[config.mk]
export PLATFORM = sky130hd
export DESIGN_NAME = cv32e40p_apu_vec_sequencer
export DESIGN_NICKNAME = d
export VERILOG_FILES = /design/src/rtl/cv32e40p_apu_core_pkg.sv /design/src/rtl/cv32e40p_apu_seq_pkg.sv /design/src/rtl/cv32e40p_apu_timeout_cnt.sv /design/src/rtl/cv32e40p_apu_vec_sequencer.sv
export SDC_FILE = /design/constraint.sdc
export NUM_CORES = 1
export LEC_CHECK = 0
export BUFFER_PORTS_ARGS = -buffer_cell sky130_fd_sc_hd__buf_2
export CAP_MARGIN = 20
export CORE_UTILIZATION = 45
export CTS_BUF_LIST = sky130_fd_sc_hd__clkbuf_2 sky130_fd_sc_hd__clkbuf_4 sky130_fd_sc_hd__clkbuf_8
export CTS_CLUSTER_DIAMETER = 50
export DETAILED_ROUTE_END_ITERATION = 10
export PLACE_DENSITY = 0.83
export SLEW_MARGIN = 15
export SYNTH_ARGS = -nofsm -noshare
export SYNTH_HDL_FRONTEND = slang
export SYNTH_HIERARCHICAL = 1
export SYNTH_SLANG_ARGS = --single-unit
[constraint.sdc]
create_clock -name clk_i -period 2.7 [get_ports clk_i]
set_input_delay 0.54 -clock clk_i [delete_from_list [all_inputs] [get_ports clk_i]]
set_output_delay 0.54 -clock clk_i [all_outputs]
set_load 0.01 [all_outputs]
[src/rtl/cv32e40p_apu_core_pkg.sv]
// APU interface widths shared between the core and its auxiliary processing units.
package cv32e40p_apu_core_pkg;

  localparam int unsigned APU_NARGS_CPU    = 3;
  localparam int unsigned APU_WOP_CPU      = 6;
  localparam int unsigned APU_NDSFLAGS_CPU = 15;
  localparam int unsigned APU_NUSFLAGS_CPU = 5;

endpackage

[src/rtl/cv32e40p_apu_seq_pkg.sv]
// Types and constants for the APU-to-vector-accelerator sequencer.
package cv32e40p_apu_seq_pkg;

  typedef enum logic [2:0] {
    IDLE,
    WAIT_LSU,
    ISSUE,
    WAIT_RESP,
    RESP
  } apu_seq_state_e;

  // Opcode low bits that mark a vector memory operation.
  localparam logic [1:0] APU_MEMOP = 2'd1;

  // Upstream flag bit that reports a response timeout.
  localparam int unsigned APU_ERR_FLAG_BIT = 0;

  // Timer width able to hold TIMEOUT_CYCLES; never narrower than one bit.
  function automatic int unsigned timer_width(input int unsigned cycles);
    return (cycles == 0) ? 1 : $clog2(cycles + 1);
  endfunction

endpackage

[src/rtl/cv32e40p_apu_timeout_cnt.sv]
// Saturating response timer; flags expiry one cycle before the limit is reached
// so the owner can leave its wait state exactly after `limit` cycles.
module cv32e40p_apu_timeout_cnt #(
  parameter int unsigned WIDTH = 11
) (
  input  logic             clk_i,
  input  logic             rst_i,
  input  logic             clear_i,
  input  logic             enable_i,
  input  logic [WIDTH-1:0] limit_i,
  output logic             expired_o
);

  logic [WIDTH-1:0] count_q;

  // Count while enabled; hold at all-ones instead of wrapping.
  always_ff @(posedge clk_i) begin
    // NOTE: state registers use non-blocking assignments so every flop samples
    // pre-edge values; blocking here would create order-dependent simulation.
    if (rst_i || clear_i) begin
      count_q <= '0;
    end else if (enable_i && (count_q != '1)) begin
      count_q <= count_q + WIDTH'(1);
    end
  end

  // A zero limit disables the timeout entirely.
  assign expired_o = (limit_i != '0) && (count_q == limit_i - WIDTH'(1));

endmodule

[src/rtl/cv32e40p_apu_vec_sequencer.sv]
// Bridges the core APU port to the vector accelerator: one op in flight,
// data-memory master handover for vector memory ops, bounded response wait.
module cv32e40p_apu_vec_sequencer
  import cv32e40p_apu_core_pkg::*;
  import cv32e40p_apu_seq_pkg::*;
#(
  parameter int unsigned NARGS          = APU_NARGS_CPU,
  parameter int unsigned WOP            = APU_WOP_CPU,
  parameter int unsigned NDSFLAGS       = APU_NDSFLAGS_CPU,
  parameter int unsigned NUSFLAGS       = APU_NUSFLAGS_CPU,
  parameter int unsigned TIMEOUT_CYCLES = 1024
) (
  input  logic                  clk_i,
  input  logic                  rst_i,
  // core side
  input  logic                  apu_req_i,
  output logic                  apu_gnt_o,
  input  logic [NARGS*32-1:0]   apu_operands_i,
  input  logic [WOP-1:0]        apu_op_i,
  input  logic [NDSFLAGS-1:0]   apu_flags_i,
  output logic                  apu_rvalid_o,
  output logic [31:0]           apu_result_o,
  output logic [NUSFLAGS-1:0]   apu_flags_o,
  // accelerator side
  output logic                  acc_req_o,
  input  logic                  acc_gnt_i,
  output logic [NARGS*32-1:0]   acc_operands_o,
  output logic [WOP-1:0]        acc_op_o,
  output logic [NDSFLAGS-1:0]   acc_flags_o,
  input  logic                  acc_rvalid_i,
  input  logic [31:0]           acc_result_i,
  input  logic [NUSFLAGS-1:0]   acc_flags_i,
  // memory handover and status
  input  logic                  lsu_busy_i,
  output logic                  mem_master_sel_o,
  output logic                  busy_o,
  output logic                  timeout_o
);

  localparam int unsigned          TW        = timer_width(TIMEOUT_CYCLES);
  localparam logic [TW-1:0]        LIMIT     = TW'(TIMEOUT_CYCLES);
  localparam logic [NUSFLAGS-1:0]  ERR_FLAGS = NUSFLAGS'(1) << APU_ERR_FLAG_BIT;

  apu_seq_state_e        state_q, state_d;
  logic                  timer_expired;
  logic                  is_memop;

  logic [NARGS*32-1:0]   operands_q;
  logic [WOP-1:0]        op_q;
  logic [NDSFLAGS-1:0]   flags_q;
  logic [31:0]           result_q;
  logic [NUSFLAGS-1:0]   rsp_flags_q;
  logic                  mem_sel_q;
  logic                  timeout_q;

  assign is_memop = (apu_op_i[1:0] == APU_MEMOP);

  // Timer restarts on accelerator grant and runs only while awaiting the reply.
  cv32e40p_apu_timeout_cnt #(
    .WIDTH (TW)
  ) u_timeout_cnt (
    .clk_i     (clk_i),
    .rst_i     (rst_i),
    .clear_i   ((state_q == ISSUE) && acc_gnt_i),
    .enable_i  (state_q == WAIT_RESP),
    .limit_i   (LIMIT),
    .expired_o (timer_expired)
  );

  // State register.
  always_ff @(posedge clk_i) begin
    if (rst_i) begin
      state_q <= IDLE;
    end else begin
      state_q <= state_d;
    end
  end

  // Next-state logic; a reply in the timeout cycle is taken as a real reply.
  always_comb begin
    // NOTE: defaulting every always_comb target first keeps each path assigned,
    // which is what prevents latch inference.
    state_d = state_q;
    unique case (state_q)
      IDLE:      if (apu_req_i) state_d = is_memop ? WAIT_LSU : ISSUE;
      WAIT_LSU:  if (!lsu_busy_i) state_d = ISSUE;
      ISSUE:     if (acc_gnt_i) state_d = WAIT_RESP;
      WAIT_RESP: if (acc_rvalid_i || timer_expired) state_d = RESP;
      RESP:      state_d = IDLE;
      default:   state_d = IDLE;
    endcase
  end

  // Payload capture, memory-port ownership, response capture and sticky timeout.
  always_ff @(posedge clk_i) begin
    if (rst_i) begin
      operands_q  <= '0;
      op_q        <= '0;
      flags_q     <= '0;
      result_q    <= '0;
      rsp_flags_q <= '0;
      mem_sel_q   <= 1'b0;
      timeout_q   <= 1'b0;
    end else begin
      if ((state_q == IDLE) && apu_req_i) begin
        operands_q <= apu_operands_i;
        op_q       <= apu_op_i;
        flags_q    <= apu_flags_i;
      end
      // Hand the data-memory port over only once the core LSU has drained.
      if ((state_q == WAIT_LSU) && !lsu_busy_i) begin
        mem_sel_q <= 1'b1;
      end
      if (state_q == RESP) begin
        mem_sel_q <= 1'b0;
      end
      if (state_q == WAIT_RESP) begin
        if (acc_rvalid_i) begin
          result_q    <= acc_result_i;
          rsp_flags_q <= acc_flags_i;
        end else if (timer_expired) begin
          result_q    <= '0;
          rsp_flags_q <= ERR_FLAGS;
          timeout_q   <= 1'b1;
        end
      end
    end
  end

  assign apu_gnt_o        = (state_q == IDLE);
  assign acc_req_o        = (state_q == ISSUE);
  assign apu_rvalid_o     = (state_q == RESP);
  assign busy_o           = (state_q != IDLE);
  assign acc_operands_o   = operands_q;
  assign acc_op_o         = op_q;
  assign acc_flags_o      = flags_q;
  assign apu_result_o     = result_q;
  assign apu_flags_o      = rsp_flags_q;
  assign mem_master_sel_o = mem_sel_q;
  assign timeout_o        = timeout_q;

endmodule
After elaboration in Yosys (flattened, before gate mapping)
Index checks and enable logic that the tools add are counted.
{"block": "classes", "addsub": 1, "eq_ne": 11, "muxes": 10, "bitwise": 1, "reduce_logical": 14}
{"operator": "$mux 32", "count": 2}
{"operator": "$mux 3", "count": 4}
{"operator": "$pmux 3 s4", "count": 1}
{"operator": "$add 11x1->11 const B", "count": 1}
{"operator": "$eq 11x10->1 const B", "count": 1}
{"operator": "$ne 11x11->1 const B", "count": 1}
{"operator": "$mux 5", "count": 2}
{"operator": "$eq 3x2->1 const B", "count": 2}
{"operator": "$ne 2x2->1 const B", "count": 3}
{"operator": "$logic_and 1x1->1", "count": 4}
{"operator": "$reduce_and 4->1", "count": 1}
{"operator": "$eq 3x1->1 const B", "count": 1}
{"operator": "$eq 3x3->1 const B", "count": 1}
{"operator": "$logic_not 3->1", "count": 1}
{"operator": "$reduce_and 3->1", "count": 1}
{"operator": "$reduce_bool 3->1", "count": 1}
{"operator": "$eq 2x1->1 const B", "count": 1}
{"operator": "$logic_or 1x1->1", "count": 2}
{"operator": "$mux 2", "count": 1}
{"operator": "$ne 2x1->1 const B", "count": 1}
{"operator": "$reduce_and 2->1", "count": 1}
{"operator": "$reduce_bool 2->1", "count": 1}
{"operator": "$reduce_or 2->1", "count": 1}
{"operator": "$logic_not 1->1", "count": 1}
{"operator": "$not 1->1", "count": 1}
{"block": "totals", "ff_bits": 170, "inputBits": 160, "out_inout_bits": 160, "word_cells": 46}

Depth between registers and ports, before layout
{"block": "logic_depth", "depth_word": 4, "ltp_mapped": 12, "ltp_nobuf": 11}

Hierarchy
Netlist, hierarchy kept.
{"module": "cv32e40p_apu_vec_sequencer", "n_inst": 1, "cells_per_inst": 678, "area_each_um2": 5756.8, "seq_area_each_um2": 3183.1}
{"module": "cv32e40p_apu_timeout_cnt", "n_inst": 1, "cells_per_inst": 120, "area_each_um2": 922.1, "seq_area_each_um2": 220.2}

Worst setup path before layout
Ideal clock, no wire load.
{"block": "synth_timing", "path_type": "reg-to-reg", "from": "register u_timeout_cnt.count_q[2]", "to": "register state_q[1]", "setup_time_ps": 116, "arrival_ps": 1946, "required_time_ps": 2584, "slack_ps": 638, "stages_incl_launch_ff": 10, "path_buffers": 1, "synth_period_minus_slack_ps": 2062, "path_cell_list": "dfxtp_1 clkbuf_1 nor4b_1 a31oi_1 a2111oi_0 o221a_2 nor3b_1 o21ai_0 a21oi_1 a31o_2"}
{"block": "synth_via", "elab_chain_len": 4}
{"element": "from (decl)", "line_no": "cv32e40p_apu_timeout_cnt.sv:14", "source": "logic [WIDTH-1:0] count_q;"}
{"element": "from (signal assigned)", "line_no": "cv32e40p_apu_timeout_cnt.sv:23", "source": "count_q <= count_q + WIDTH'(1);"}
{"element": "$eq 11x10->1", "line_no": "cv32e40p_apu_timeout_cnt.sv:28", "source": "assign expired_o = (limit_i != '0) && (count_q == limit_i - WIDTH'(1));"}
{"element": "net timer_expired", "line_no": "cv32e40p_apu_vec_sequencer.sv:45", "source": "logic timer_expired;"}
{"element": "$logic_or 1x1->1", "line_no": "cv32e40p_apu_vec_sequencer.sv:88", "source": "WAIT_RESP: if (acc_rvalid_i || timer_expired) state_d = RESP;"}
{"element": "$ne 2x2->1 (no line)"}
{"element": "$reduce_and 4->1 (no line)"}
{"element": "to (signal assigned)", "line_no": "cv32e40p_apu_vec_sequencer.sv:75", "source": "state_q <= state_d;"}
{"element": "to (decl)", "line_no": "cv32e40p_apu_vec_sequencer.sv:44", "source": "apu_seq_state_e state_q, state_d;"}
The timed path passes the listed nets, and every way through them passes these cells.
A chain may end at the register's enable or synchronous reset.

Final worst setup path
{"block": "layout_timing", "from": "register u_timeout_cnt.count_q[6]", "to": "register state_q[1]"}
Same word-level chain as after synthesis.

==> flow_summary.toml <==
[status]
run_status = "completed"

[clock_network]
clock_path_buffers = 2
clock_sinks = 170
cts-buffers-inserted = 17
cts-hold-fix-buffers = 0
cts_repair_resize_count = 0
total_number_of_h_tree_levels = 4
cts-root-buf = "clkbuf_8"
clock_latency_ns = 0.44
cts_tree = "yes"
cts_setup_buffers = 0
cts.clk_slew.worst_paths_ns = 0.09

[sta]
timing_worst_slew_pin_value_ns = 0.744
period_minus_slack_ns = 2.43
worst_clock_skew_ns = 0.0105
worst_slew_margin_rel_pct = 49.9
setup-violations-final = 0
final_hold_vio_count = 0
fin_setup_tns_ns = 0
rsz_0062_raised_after_global_routing = "no"
clock.fmax_ghz = 0.412
post-route-period-util_pct = 89.9
fin_ws_ns = 0.274
slew_viol_final = 0

[final_layout]
fillerInstances = 1289
post_route_cells_drive_above_1_share_pct = 35.3
design.final.nets = 1274
num_antenna_cells = 0
areaGrowthSynthToFinish_pct = 31.6
final_common_cell = "buf_2"
final_cell_mix = "318 x buf_2, 241 x nand2_1, 170 x dfxtp_1"
finish.instance_area_mm2 = 0.00879
final_cells = 1308

[placement]
dp_slack_ns = 0.334
place.port_buffers = 319
gp_routability_congestion = 0.807
placed_cells = 1276
placed_area_mm2 = 0.00838
place.detailed.hpwl_um = 12900

[critical_path]
rrSetupSlack_ns = 0.27
worstPathCellList = "xor2_1 -> o311ai_0 -> a2111oi_0 -> o221a_2 -> nor3b_1 -> o21ai_0 -> a21oi_1 -> a31o_2"
r2r-start = "u_timeout_cnt/count_q[6]"
cp_slowest_cell = "dfxtp_1"
worst-endpoint-arrival_ns = 2.77
worst_r2r_endpoint = "state_q[1]"
timing.critical_path.to_type = "register"
worstPathRequired_ns = 3.04
critPathMaxFanout = 6
critical-path-max-stage-delay_ns = 0.43
timing.reg2reg.worst_path_depth = 8
timing.setup.critical_path_class = "register to register"
startpoint_type = "register"

[synth]
ys.warnings.count = 6
synth-async-reset-ratio_pct = 0
synth.lib_cells_used.distinct = 52
post_synthesis_instance_area_mm2 = 0.00668
synthesized_instance_count = 798
yosysSeqAreaShare_pct = 51.0
ys.flop_type = "dfxtp_1"
post_synth.cell_area_avg_um2 = 8.37
ys_seq_elements = 170
number_of_enable_flip_flop_cells_after_synthesis = 0

[routing]
detail_route.vias_per_cell = 4.92
final_wirelength_um = 18000
num_vias = 6431
detail_route.iter0.violations = 282
drt.antenna.violating_nets = 0
remaining_drc_errors = 0
drt_pre_antenna_iters = 5
wl_per_cell_um = 13.8

[worst_hold_path]
hp-class = "input port to register"
worst_hold_startpoint = "apu_operands_i[52]"
hold_end = "acc_operands_o[52]"
timing.hold.worst_path_depth = 3

[die]
floorplan.initialDensity_pct = 46.0
fp.dieH_um = 124
die_width_um = 124
io_pins = 320
fp.dieArea_mm2 = 0.0153
num_rows = 44
core_mm2 = 0.0145

[global_routing]
grt_first_pass_wirelength_um = 26400
groute.usage.overall_pct = 22.0
grt_start_max_net_pins = 78
global_route.overflow_total = 0
number_of_antenna_violations_at_the_first_check_in_global_routing = 0
grt_pass1_vias = 5796

[power]
total_leakage_power_nw = 4.10
worst_ir_drop_vdd_v = 0.000369
total_power_mw = 6.47
p_per_area_mw_per_mm2 = 736

[run]
cap_viol_max_count = 0
per-stage QoR:
| step | hold slack, ns | utilization [%] |
|---|---|---|
| after floorplan | 0.481 | - |
| after global placement | 0.438 | 57.6 |
| after detailed placement | 0.443 | 57.6 |
| after CTS | 0.283 | 60.5 |
| after global routing | 0.292 | 60.5 |
| final | 0.324 | 60.5 |
power breakdown:
part / switching, mW / total, mW / internal, mW
clock network: 0.928 / 1.84 / 0.907
logic: 1.02 / 1.65 / 0.632
registers: 0.175 / 2.99 / 2.81
total: 2.12 / 6.47 / 4.35
layer usage:
| metal | up-vias | wire [um] | part of all wire [%] | global-route usage, % |
|---|---|---|---|---|
| met5 | - | 0 | 0 | 0 |
| met3 | 22 | 1600 | 8.9 | 7.46 |
| li1 | 3242 | - | - | - |
| met4 | 0 | 312 | 1.7 | 9.04 |
| met2 | 237 | 8800 | 49 | 38.5 |
| met1 | 2930 | 7280 | 40 | 24.3 |
cells in the mapped netlist, drive strengths merged, types with 3 or more instances:
cell / number / area (um2)
nor2: 56 / 210
ha: 3 / 37.5
inv: 9 / 33.8
dfxtp: 170 / 3400
a22oi: 36 / 420
xnor2: 8 / 70.1
and2: 3 / 21.3
nand2b: 6 / 37.5
nor2b: 4 / 25.0
and3b: 3 / 26.3
a21oi: 123 / 616
clkbuf: 34 / 128
nand3: 10 / 50.1
or3: 8 / 50.1
xor2: 7 / 61.3
nor4: 5 / 31.3
nand2: 241 / 905
o21ai: 8 / 43.8
buf: 27 / 216
nor3: 7 / 46.3
sequential cells by signal, indices dropped and copies added, names as in the netlist:
| name | count |
|---|---|
| acc_operands_o | 96 |
| apu_result_o | 32 |
| acc_flags_o | 15 |
| u_timeout_cnt/count_q | 11 |
| acc_op_o | 6 |
| apu_flags_o | 5 |
| state_q | 3 |
| mem_master_sel_o | 1 |
| timeout_o | 1 |
worst max-delay path by stage:
stage | from | endpoint | slack, ns | cells after the start
after floorplan | u_timeout_cnt/count_q[2] | state_q[1] | 0.64 | 9
after global placement | u_timeout_cnt/count_q[6] | state_q[1] | 0.46 | 8
after detailed placement | u_timeout_cnt/count_q[6] | state_q[1] | 0.33 | 8
after CTS | u_timeout_cnt/count_q[6] | state_q[1] | 0.32 | 8
after global routing | u_timeout_cnt/count_q[5] | state_q[1] | 0.06 | 9
final | u_timeout_cnt/count_q[6] | state_q[1] | 0.27 | 8
kinds of logic after synthesis:
logic type	count (synthesis)	synth area share, %
and+or+nand+nor	352	22.0
muxes	2	0.300
buffers and inverters	70	5.66
AOI/OAI and AO/OA	184	18.4
adders and majority gates	3	0.562
DFF	170	51.0
other	2	0.112
xor gates and xnor gates	15	1.97
layout make-up:
class	instances	area [um2]	share of cell area (%)
Inverter	9	33.8	0.384
Timing Repair Buffer	326	1690	19.2
Clock buffer	20	275	3.13
Multi-Input combinational cell	587	3020	34.4
Sequential cell	170	3400	38.7
Tap cell	184	230	2.62
Clock inverter	12	138	1.57
worst max-delay path, delay by kind of cell (launching register included):
kind | cells | cell delay, ns
flops | 1 | 0.43
xor+xnor | 1 | 0.23
simple gates | 1 | 0.06
compound gates | 6 | 1.61
(Power assumes the default switching activity.)
